<file path="src/rtl/div_ctrl.sv">
// EX-stage controller in front of the multicycle divider: sign handling, HI/LO write, stall and flush drain.
// Optional macro DIV_ZERO_FASTPATH_EN: a zero divisor bypasses the divider (lo=all ones, hi=op_a).
module div_ctrl #(
  parameter int DATAWIDTH = 32
) (
  input  logic                 clk,
  input  logic                 rst,
  input  logic                 div_start,
  input  logic                 div_signed,
  input  logic [DATAWIDTH-1:0] op_a,
  input  logic [DATAWIDTH-1:0] op_b,
  input  logic                 annul,
  output logic                 stall_req,
  output logic                 hilo_we,
  output logic [DATAWIDTH-1:0] hi_o,
  output logic [DATAWIDTH-1:0] lo_o,
  output logic                 div_en,
  output logic [DATAWIDTH-1:0] div_dividend,
  output logic [DATAWIDTH-1:0] div_divisor,
  input  logic                 div_ready,
  input  logic                 div_vld,
  input  logic [DATAWIDTH-1:0] div_quotient,
  input  logic [DATAWIDTH-1:0] div_remainder
);

  typedef enum logic [2:0] {IDLE, ISSUE, BUSY, FIX, DONE, DRAIN, ZERO} state_t;

  state_t               state, state_nx;
  logic                 sign_q, sign_r;
  logic [DATAWIDTH-1:0] q_raw, r_raw;
  logic                 sa, sb, accept, zero_div;
  logic [DATAWIDTH-1:0] mag_a, mag_b;

  assign sa     = div_signed & op_a[DATAWIDTH-1];
  assign sb     = div_signed & op_b[DATAWIDTH-1];
  // -(-2^(W-1)) wraps back to 2^(W-1), which is the correct unsigned magnitude
  assign mag_a  = sa ? -op_a : op_a;
  assign mag_b  = sb ? -op_b : op_b;
  assign accept = (state == IDLE) & div_start & ~annul;

`ifdef DIV_ZERO_FASTPATH_EN
  assign zero_div = (op_b == '0);
`else
  assign zero_div = 1'b0;
`endif

  always_ff @(posedge clk or negedge rst) begin
    if (!rst) state <= IDLE;
    else      state <= state_nx;
  end

  always_comb begin
    state_nx = state;
    case (state)
      IDLE:  if (accept) state_nx = zero_div ? ZERO : ISSUE;
      ISSUE: if (annul) state_nx = IDLE;
             else if (div_ready) state_nx = BUSY;
      // a result arriving with the flush means the divider is already idle: skip DRAIN
      BUSY:  if (div_vld) state_nx = annul ? IDLE : FIX;
             else if (annul) state_nx = DRAIN;
      FIX:   state_nx = annul ? IDLE : DONE;
      ZERO:  state_nx = annul ? IDLE : DONE;
      DONE:  state_nx = IDLE;
      DRAIN: if (div_vld) state_nx = IDLE;
      default: state_nx = IDLE;
    endcase
  end

  always_comb begin
    stall_req = 1'b0;
    div_en    = 1'b0;
    hilo_we   = 1'b0;
    case (state)
      IDLE:            stall_req = div_start & ~annul;
      ISSUE: begin
        stall_req = 1'b1;
        div_en    = div_ready & ~annul;
      end
      BUSY, FIX, ZERO: stall_req = 1'b1;
      DONE:            hilo_we   = ~annul;
      DRAIN:           stall_req = div_start;
      default: ;
    endcase
  end

  always_ff @(posedge clk or negedge rst) begin
    if (!rst) begin
      div_dividend <= '0;
      div_divisor  <= '0;
      sign_q       <= 1'b0;
      sign_r       <= 1'b0;
      q_raw        <= '0;
      r_raw        <= '0;
      hi_o         <= '0;
      lo_o         <= '0;
    end else begin
      if (accept) begin
        sign_q <= sa ^ sb;
        sign_r <= sa;
        if (zero_div) begin
          r_raw <= op_a;
        end else begin
          div_dividend <= mag_a;
          div_divisor  <= mag_b;
        end
      end
      if (state == BUSY && div_vld) begin
        q_raw <= div_quotient;
        r_raw <= div_remainder;
      end
      if (state == FIX && !annul) begin
        lo_o <= sign_q ? -q_raw : q_raw;
        hi_o <= sign_r ? -r_raw : r_raw;
      end
      if (state == ZERO && !annul) begin
        lo_o <= '1;
        hi_o <= r_raw;
      end
    end
  end

endmodule
</file>
<file path="config.mk">
export PLATFORM = sky130hd
export DESIGN_NAME = div_ctrl
export DESIGN_NICKNAME = d
export VERILOG_FILES = /design/src/rtl/div_ctrl.sv
export SDC_FILE = /design/constraint.sdc
export NUM_CORES = 1
export LEC_CHECK = 0
export ABC_AREA = 1
export BUFFER_PORTS_ARGS = -buffer_cell sky130_fd_sc_hd__buf_2
export CAP_MARGIN = 20
export CELL_PAD_IN_SITES_DETAIL_PLACEMENT = 1
export CELL_PAD_IN_SITES_GLOBAL_PLACEMENT = 2
export CORE_UTILIZATION = 32
export DETAILED_ROUTE_END_ITERATION = 8
export GPL_ROUTABILITY_DRIVEN = 0
export PLACE_DENSITY_LB_ADDON = 0.1
export RECOVER_POWER = 25
export SLEW_MARGIN = 20
export SYNTH_ARGS = -nofsm -noshare
export SYNTH_HDL_FRONTEND = slang
export SYNTH_SLANG_ARGS = --single-unit
</file>
<file path="constraint.sdc">
create_clock -name clk -period 4.58 [get_ports clk]
set_input_delay 0.458 -clock clk [delete_from_list [all_inputs] [get_ports clk]]
set_output_delay 0.458 -clock clk [all_outputs]
set_load 0.03 [all_outputs]
</file>
==> metrics, run 1 <==
static leakage 6.80 nW; count of final hold-check violations 0; required time of the worst setup path 4.12 ns; CTS root buffer sky130_fd_sc_hd__clkbuf_16; post-synthesis cell type count 43; count of flip-flops with a built-in enable after synthesis 0; cell area power density 700 mW/mm²; summed instance area of the synthesized netlist 0.0110 mm²; 1st-iter DRT viols 455; total half-perimeter wirelength after legalization and detailed placement 27700 µm; Mapped Nets 1659; number of filler instances in the final layout 4331; antenna violations before repair 6; arrival time of data at the critical path endpoint 2.53 ns; NumNets Final 1898; DRC violation count after routing 0; WL/cell 16.8 µm; Post-CTS Repair Setup Buffers 0; share of async-settable or async-resettable flops after synthesis 1.00; final-report max-slew violation count 110; effective utilization at floorplan 0.327; ratio of routed vias to standard cells 4.84; top_reg_cell synth sky130_fd_sc_hd__dfrtp_1; worst-case register-to-register setup slack 1.77 ns; setup_tns 0 ns; wirelength, routed 37300 µm; top cells by area in the synthesized netlist sky130_fd_sc_hd__dfrtp_1, sky130_fd_sc_hd__nand2_1, sky130_fd_sc_hd__nand3_1; P&R area growth vs syn 21.0%; most numerous cell types in the synthesized netlist sky130_fd_sc_hd__nand2_1, sky130_fd_sc_hd__dfrtp_1, sky130_fd_sc_hd__nand3_1; number of buffers inserted during clock tree synthesis 17; placeable core region 0.0336 mm²; path type of the worst setup path reg -> out; share of layout cells above drive strength 1 0.189; number of clock sinks 197; ports placed on the boundary 266; kind of capture point of the worst setup path output port; clock tree buffer depth 2; number of standard cells after synthesis 1520; instance area at placement 0.0127 mm²; RSZ-0062 raised after global routing false; total global routing track utilization 0.219; Core Rows 67; routed vias 10800; maximum number of pins on one net before global-route repair 111; max-cap violations 1; port bufs 265; clock tree skew after final layout 0.0118 ns; Die Span Y 187 µm; dominant cell by count in the synthesized netlist sky130_fd_sc_hd__nand2_1; share of the core filled with cells 0.396; sequential area share after synthesis 0.449; outcome finished, violations left; Clock Pin Slew Worst Setup and Hold Paths 0.08 ns; post-route total power 0.00930 W; Congestion Overflow GR 0; detailed-router iteration count before antenna repair 5; number of gates resized after CTS 0; clock tree from TritonCTS done; hold-fix buffers at CTS 0; number of global-route vias before repair 11500; total of flip-flops plus latches after synthesis 197; share of the clock period used by the worst path 0.652; warning count from the yosys run 0; DRT antenna net count 0; die area 0.0351 mm²; largest driver fanout on the critical path 39; failing checks capacitance limit, slew limit; Avg Cell Area, Syn 7.23 µm²; maximum resistive drop on vdd 0.000290 V; Layout Cell Area excl Fill 0.0133 mm²; Synth top area share 0.449; Die X-Extent 187 µm; crit start category flip-flop; worst-margin pin slew 2.91 ns; wire length of the first global-routing pass 61400 µm; clock latency on the worst-skew pair 0.45 ns; cell taking the most area after synthesis sky130_fd_sc_hd__dfrtp_1; Min Clock Period, post-route 2.99 ns; worst slew margin relative to its limit -0.943; CTS H-tree depth 4; Finish-stage setup viols 0; worst min path class in -> reg; FMAX 335 MHz
==> worst max-delay path, cell delays in order (launching register included) <==
cell	delay (ns)
sky130_fd_sc_hd__dfrtp_1	0.46
sky130_fd_sc_hd__nor2_1	0.24
sky130_fd_sc_hd__nand2_1	0.11
sky130_fd_sc_hd__nor2_2	0.09
sky130_fd_sc_hd__buf_4	0.43
sky130_fd_sc_hd__inv_2	0.32
sky130_fd_sc_hd__o2111ai_1	0.17
sky130_fd_sc_hd__buf_2	0.26
==> logic make-up after synthesis <==
logic type                 Yosys count  synth area share
buffers and inverters              214            0.0803
xor gates and xnor gates            46            0.0367
and+or+nand+nor                    852             0.330
DFF                                197             0.449
adders and majority gates            4           0.00456
AOI/OAI and AO/OA                  207            0.0998
==> layout by cell type, fill, tap and decap left out, types with 6 or more instances in the layout <==
cell	instances
sky130_fd_sc_hd__nand2_1	473
sky130_fd_sc_hd__buf_2	264
sky130_fd_sc_hd__dfrtp_1	197
sky130_fd_sc_hd__nand3_1	156
sky130_fd_sc_hd__inv_1	151
sky130_fd_sc_hd__nor2_1	140
sky130_fd_sc_hd__o21ai_0	138
sky130_fd_sc_hd__xor2_1	42
sky130_fd_sc_hd__nand4_1	34
sky130_fd_sc_hd__o21ai_1	30
sky130_fd_sc_hd__clkbuf_16	17
sky130_fd_sc_hd__nor3_1	15
sky130_fd_sc_hd__a21oi_1	13
sky130_fd_sc_hd__inv_2	9
sky130_fd_sc_hd__or2_2	8
sky130_fd_sc_hd__nand3b_1	7
sky130_fd_sc_hd__o211ai_1	6
sky130_fd_sc_hd__o22ai_1	6
sky130_fd_sc_hd__buf_4	6
==> final timing paths <==
kind,startpoint,to,cells after the start
max in group asynchronous,rst,div_dividend[13]$_DFFE_PN0P_,1
worst max-delay path,state[2]$_DFFE_PN0P_,stall_req,7
worst min register to register,div_divisor[14]$_DFFE_PN0P_,div_divisor[14]$_DFFE_PN0P_,2
worst max register to register,state[2]$_DFFE_PN0P_,lo_o[27]$_DFFE_PN0P_,8
min in group asynchronous,rst,hi_o[16]$_DFFE_PN0P_,1
worst min-delay path,div_quotient[12],q_raw[12]$_DFFE_PN0P_,3
==> registers in the layout, summed over array words and instances, names as in the netlist, 3 cells and up <==
register,flops
div_divisor,32
state,3
lo_o,32
r_raw,32
div_dividend,32
q_raw,32
hi_o,32
==> through the flow <==
stage | setup slack, ns | hold WS (ns) | std cells
6_report | 1.59 | 0.208 | 2223
5_1_grt | 1.34 | 0.196 | 2220
4_1_cts | 1.01 | 0.170 | 2219
3_5_place_dp | 0.922 | 0.462 | 2187
3_3_place_gp | 0.972 | 0.461 | 2187
2_1_floorplan | 2.62 | 0.162 | 1520
==> layer usage <==
metal / wire length (µm) / part of all wire / global-route usage
met5: 32 / 0.00086 / 0
met4: 570 / 0.015 / 0.0561
met3: 1920 / 0.052 / 0.0503
met2: 17900 / 0.48 / 0.370
met1: 16900 / 0.45 / 0.281
==> cell type report <==
cell class / count / area [µm²] / area share
flip-flops and latches: 197 / 4930 / 0.371
inverters: 161 / 604 / 0.0454
multi-input cells: 1109 / 5180 / 0.390
clock inverters: 12 / 155 / 0.0117
clock buffers: 20 / 447 / 0.0336
repair buffers: 273 / 1410 / 0.106
well taps: 448 / 561 / 0.0422
diodes: 3 / 7.51 / 0.000565
==> where the power goes <==
group / leakage (nW) / internal, W / switching (W)
logic: 4.09 / 0.00132 / 0.00321
registers: 2.41 / 0.00258 / 0.000603
clock network: 0.290 / 0.000876 / 0.000722
Power figures use the tool's default switching activity.
==> inputs of run 2 (changes only) <==
--- a/config.mk
+++ b/config.mk
@@ -5,12 +5,12 @@
 export SDC_FILE = /design/constraint.sdc
 export NUM_CORES = 1
 export LEC_CHECK = 0
-export ABC_AREA = 1
+export ABC_AREA = 0
 export BUFFER_PORTS_ARGS = -buffer_cell sky130_fd_sc_hd__buf_2
 export CAP_MARGIN = 20
 export CELL_PAD_IN_SITES_DETAIL_PLACEMENT = 1
 export CELL_PAD_IN_SITES_GLOBAL_PLACEMENT = 2
-export CORE_UTILIZATION = 32
+export CORE_UTILIZATION = 29
 export DETAILED_ROUTE_END_ITERATION = 8
 export GPL_ROUTABILITY_DRIVEN = 0
 export PLACE_DENSITY_LB_ADDON = 0.1
==> constraint.sdc (replaced) <==
create_clock -name clk -period 2.7 [get_ports clk]
set_input_delay 0.27 -clock clk [delete_from_list [all_inputs] [get_ports clk]]
set_output_delay 0.27 -clock clk [all_outputs]
set_load 0.03 [all_outputs]
==> metrics, run 2 <==
effective utilization at floorplan 0.294 (was 0.327); Die Span Y 189 µm (was 187 µm); WL met3 2020 µm (was 1920 µm); fraction of power consumed by the clock network 0.193 (was 0.172); commonest cells after routing, fill and taps aside sky130_fd_sc_hd__buf_2, sky130_fd_sc_hd__dfrtp_1, sky130_fd_sc_hd__nand2_1 (was sky130_fd_sc_hd__nand2_1, sky130_fd_sc_hd__buf_2, sky130_fd_sc_hd__dfrtp_1); arrival time of data at the critical path endpoint 2.60 ns (was 2.53 ns); dominant cell by count in the synthesized netlist sky130_fd_sc_hd__dfrtp_1 (was sky130_fd_sc_hd__nand2_1); Synth top area share 0.487 (was 0.449); clock tree buffer depth 2 (unchanged); die area 0.0357 mm² (was 0.0351 mm²); routed vias 8561 (was 10800); path type of the worst setup path reg -> reg (was reg -> out); share of the clock period used by the worst path 0.843; share of layout cells above drive strength 1 0.306 (was 0.189); cell area power density 1050 mW/mm² (was 700 mW/mm²); DRT antenna net count 0 (unchanged); CTS root buffer sky130_fd_sc_hd__clkbuf_16 (unchanged); ratio of routed vias to standard cells 4.83 (was 4.84); clock tree skew after final layout 0.0124 ns (was 0.0118 ns); top sig layer met5 (unchanged); CTS H-tree depth 4 (unchanged); P&R area growth vs syn 25.4% (was 21.0%); antenna violations before repair 10 (was 6); placeable core region 0.0345 mm² (was 0.0336 mm²); 1st-iter DRT viols 308 (was 455); count of final hold-check violations 0 (unchanged); NumNets Final 1436 (was 1898); Core Rows 68 (was 67); detailed-router iteration count before antenna repair 4 (was 5); ports placed on the boundary 266 (unchanged); worst slew margin relative to its limit -0.314 (was -0.943); port bufs 265 (unchanged); Die X-Extent 189 µm (was 187 µm); RSZ-0062 raised after global routing false (unchanged); buffer and inverter count on the worst path 0 (was 3); number of buffers inserted during clock tree synthesis 17 (unchanged); family with the most delay on the worst path simple AND/OR/NAND/NOR gates (was buffers and inverters); DRC violation count after routing 0 (unchanged); post-synthesis cell type count 56 (was 43); required time of the worst setup path 3.03 ns (was 4.12 ns); slowest stage delay, CP 0.56 ns (was 0.46 ns); worst min path class in -> reg (unchanged); clock tree from TritonCTS done (unchanged); static leakage 5.73 nW (was 6.80 nW); kind of capture point of the worst setup path flip-flop (was output port); Net Sw Frac 0.435 (was 0.487); Finish-stage setup viols 0 (unchanged); FMAX 439 MHz; critical path, cell by cell nor3_1 -> nand3_1 -> o41ai_1 -> xor2_1 -> a21oi_1 (was nor2_1 -> nand2_1 -> nor2_2 -> buf_4 -> inv_2 -> o2111ai_1 -> buf_2); cell at the slowest stage of the critical path sky130_fd_sc_hd__o41ai_1 (was sky130_fd_sc_hd__dfrtp_1); fraction of power consumed by sequential logic 0.398 (was 0.342); wire length of the first global-routing pass 50800 µm (was 61400 µm); share of the core filled with cells 0.368 (was 0.396); Met2 Wirelength 14300 µm (was 17900 µm); total global routing track utilization 0.183 (was 0.219); cell taking the most area after synthesis sky130_fd_sc_hd__dfrtp_1 (unchanged); WL/cell 17.7 µm (was 16.8 µm); share of async-settable or async-resettable flops after synthesis 1.00 (unchanged); top cells by area in the synthesized netlist sky130_fd_sc_hd__dfrtp_1, sky130_fd_sc_hd__mux2_2, sky130_fd_sc_hd__xnor2_1 (was sky130_fd_sc_hd__dfrtp_1, sky130_fd_sc_hd__nand2_1, sky130_fd_sc_hd__nand3_1); most numerous cell types in the synthesized netlist sky130_fd_sc_hd__dfrtp_1, sky130_fd_sc_hd__nand2_1, sky130_fd_sc_hd__nor2_1 (was sky130_fd_sc_hd__nand2_1, sky130_fd_sc_hd__dfrtp_1, sky130_fd_sc_hd__nand3_1); most common cell after layout, fill and taps aside sky130_fd_sc_hd__buf_2 (was sky130_fd_sc_hd__nand2_1); clock latency on the worst-skew pair 0.46 ns (was 0.45 ns); summed instance area of the synthesized netlist 0.0101 mm² (was 0.0110 mm²); number of gates resized after CTS 0 (unchanged); failing checks capacitance limit, slew limit (unchanged); internal power component 0.00751 W (was 0.00477 W); count of flip-flops with a built-in enable after synthesis 0 (unchanged); Avg Cell Area, Syn 9.69 µm² (was 7.23 µm²); Mapped Nets 1184 (was 1659); Clock Pin Slew Worst Setup and Hold Paths 0.08 ns (about the same); wirelength, routed 31300 µm (was 37300 µm); number of clock sinks 197 (unchanged); Post-CTS Repair Setup Buffers 0 (unchanged); worst-margin pin slew 1.97 ns (was 2.91 ns); number of standard cells after synthesis 1045 (was 1520); Congestion Overflow GR 0 (unchanged); slack of the critical path 0.424 ns (was 1.59 ns); sequential area share after synthesis 0.487 (was 0.449); Worst Setup Slack post-DPL 0.381 ns (was 0.922 ns); largest driver fanout on the critical path 5 (was 39); maximum resistive drop on vdd 0.000473 V (was 0.000290 V); final-report max-slew violation count 70 (was 110); Min Clock Period, post-route 2.28 ns; part of the power in combinational logic 0.409 (was 0.486); met1 layer wirelength in the final routing 14700 µm (was 16900 µm); top_reg_cell synth sky130_fd_sc_hd__dfrtp_1 (unchanged); warning count from the yosys run 0 (unchanged); total half-perimeter wirelength after legalization and detailed placement 22600 µm (was 27700 µm); setup_tns 0 ns (unchanged); max-cap violations 1 (unchanged); total of flip-flops plus latches after synthesis 197 (unchanged); maximum number of pins on one net before global-route repair 76 (was 111); number of global-route vias before repair 8947 (was 11500); crit start category flip-flop (unchanged); outcome finished, violations left (unchanged); number of filler instances in the final layout 4042 (was 4331); NetSw 0.00579 W (was 0.00453 W)
-- run 2: cell types whose count changed after synthesis, sizes merged, moves of 52 or more --
cell	delta
a21oi	+68
inv	-134
mux2	+55
nand2	-375
nand3	-146
nor2	-52
o21ai	-87
xnor2	+58
-- run 2: worst paths after layout --
check / start / cells past startpoint / slack [ns] / to
worst min register to register: div_divisor[6]$_DFFE_PN0P_ / 2 / 0.48 / div_divisor[6]$_DFFE_PN0P_
worst max register to register: q_raw[6]$_DFFE_PN0P_ / 5 / 0.42 / lo_o[31]$_DFFE_PN0P_
worst max-delay path: q_raw[6]$_DFFE_PN0P_ / 5 / 0.42 / lo_o[31]$_DFFE_PN0P_
max in group asynchronous: rst / 3 / 0.50 / r_raw[10]$_DFFE_PN0P_
worst min-delay path: div_remainder[20] / 3 / 0.03 / r_raw[20]$_DFFE_PN0P_
min in group asynchronous: rst / 2 / 0.91 / q_raw[18]$_DFFE_PN0P_
-- run 2: kinds of logic after synthesis --
family / Yosys count / synth area share
and+or+nand+nor: 330 / 0.160
AOI/OAI and AO/OA: 250 / 0.147
DFF: 197 / 0.487
xor gates and xnor gates: 112 / 0.0969
buffers and inverters: 88 / 0.0334
muxes: 64 / 0.0701
adders and majority gates: 4 / 0.00495
-- run 2: final cells by class --
| cell class | instances | area (µm²) | area share |
|---|---|---|---|
| clock inverter | 13 | 126 | 0.00995 |
| inverter | 26 | 97.6 | 0.00769 |
| timing repair buffer | 295 | 1610 | 0.127 |
| sequential | 197 | 4930 | 0.388 |
| tap | 455 | 569 | 0.0448 |
| clock buffer | 19 | 443 | 0.0349 |
| multi-input combinational | 760 | 4900 | 0.386 |
| antenna | 6 | 15.0 | 0.00118 |
-- run 2: power groups by stage --
stage	clock (W)	sequential [W]	combinational (W)
2_1_floorplan	0	0.00666	0.00229
3_3_place_gp	0	0.00533	0.00544
4_1_cts	0.00267	0.00532	0.00553
5_1_grt	0.00280	0.00550	0.00597
6_report	0.00257	0.00529	0.00544
3_5_place_dp	0	0.00537	0.00551
-- run 2: repair_timing --
action	CTS	global route
endpoints found under the hold margin	67	0
setup endpoints to repair	0	0
hold buffers	1	0
-- run 2: stage by stage --
step	instances	power [W]	area [µm²]	hold slack (ns)
6_report	1771	0.0133	12700	0.0325
5_1_grt	1767	0.0143	12700	0.0145
4_1_cts	1765	0.0135	12700	0.00616
3_5_place_dp	1732	0.0109	12100	0.293
3_3_place_gp	1732	0.0108	12100	0.298
2_1_floorplan	1045	0.00895	10100	-0.0256
-- run 2: worst reg2reg max path, delay by kind of cell, from the launching register on --
kind            cells  cell delay, ns
simple gates        2            0.88
xor+xnor            1            0.20
compound gates      2            0.64
flops               1            0.43
-- run 2: layer usage --
metal | vias up | track usage
li1 | 4199 | -
met1 | 4124 | 0.242
met2 | 198 | 0.285
met3 | 30 | 0.0628
met4 | 10 | 0.0428
met5 | - | 0
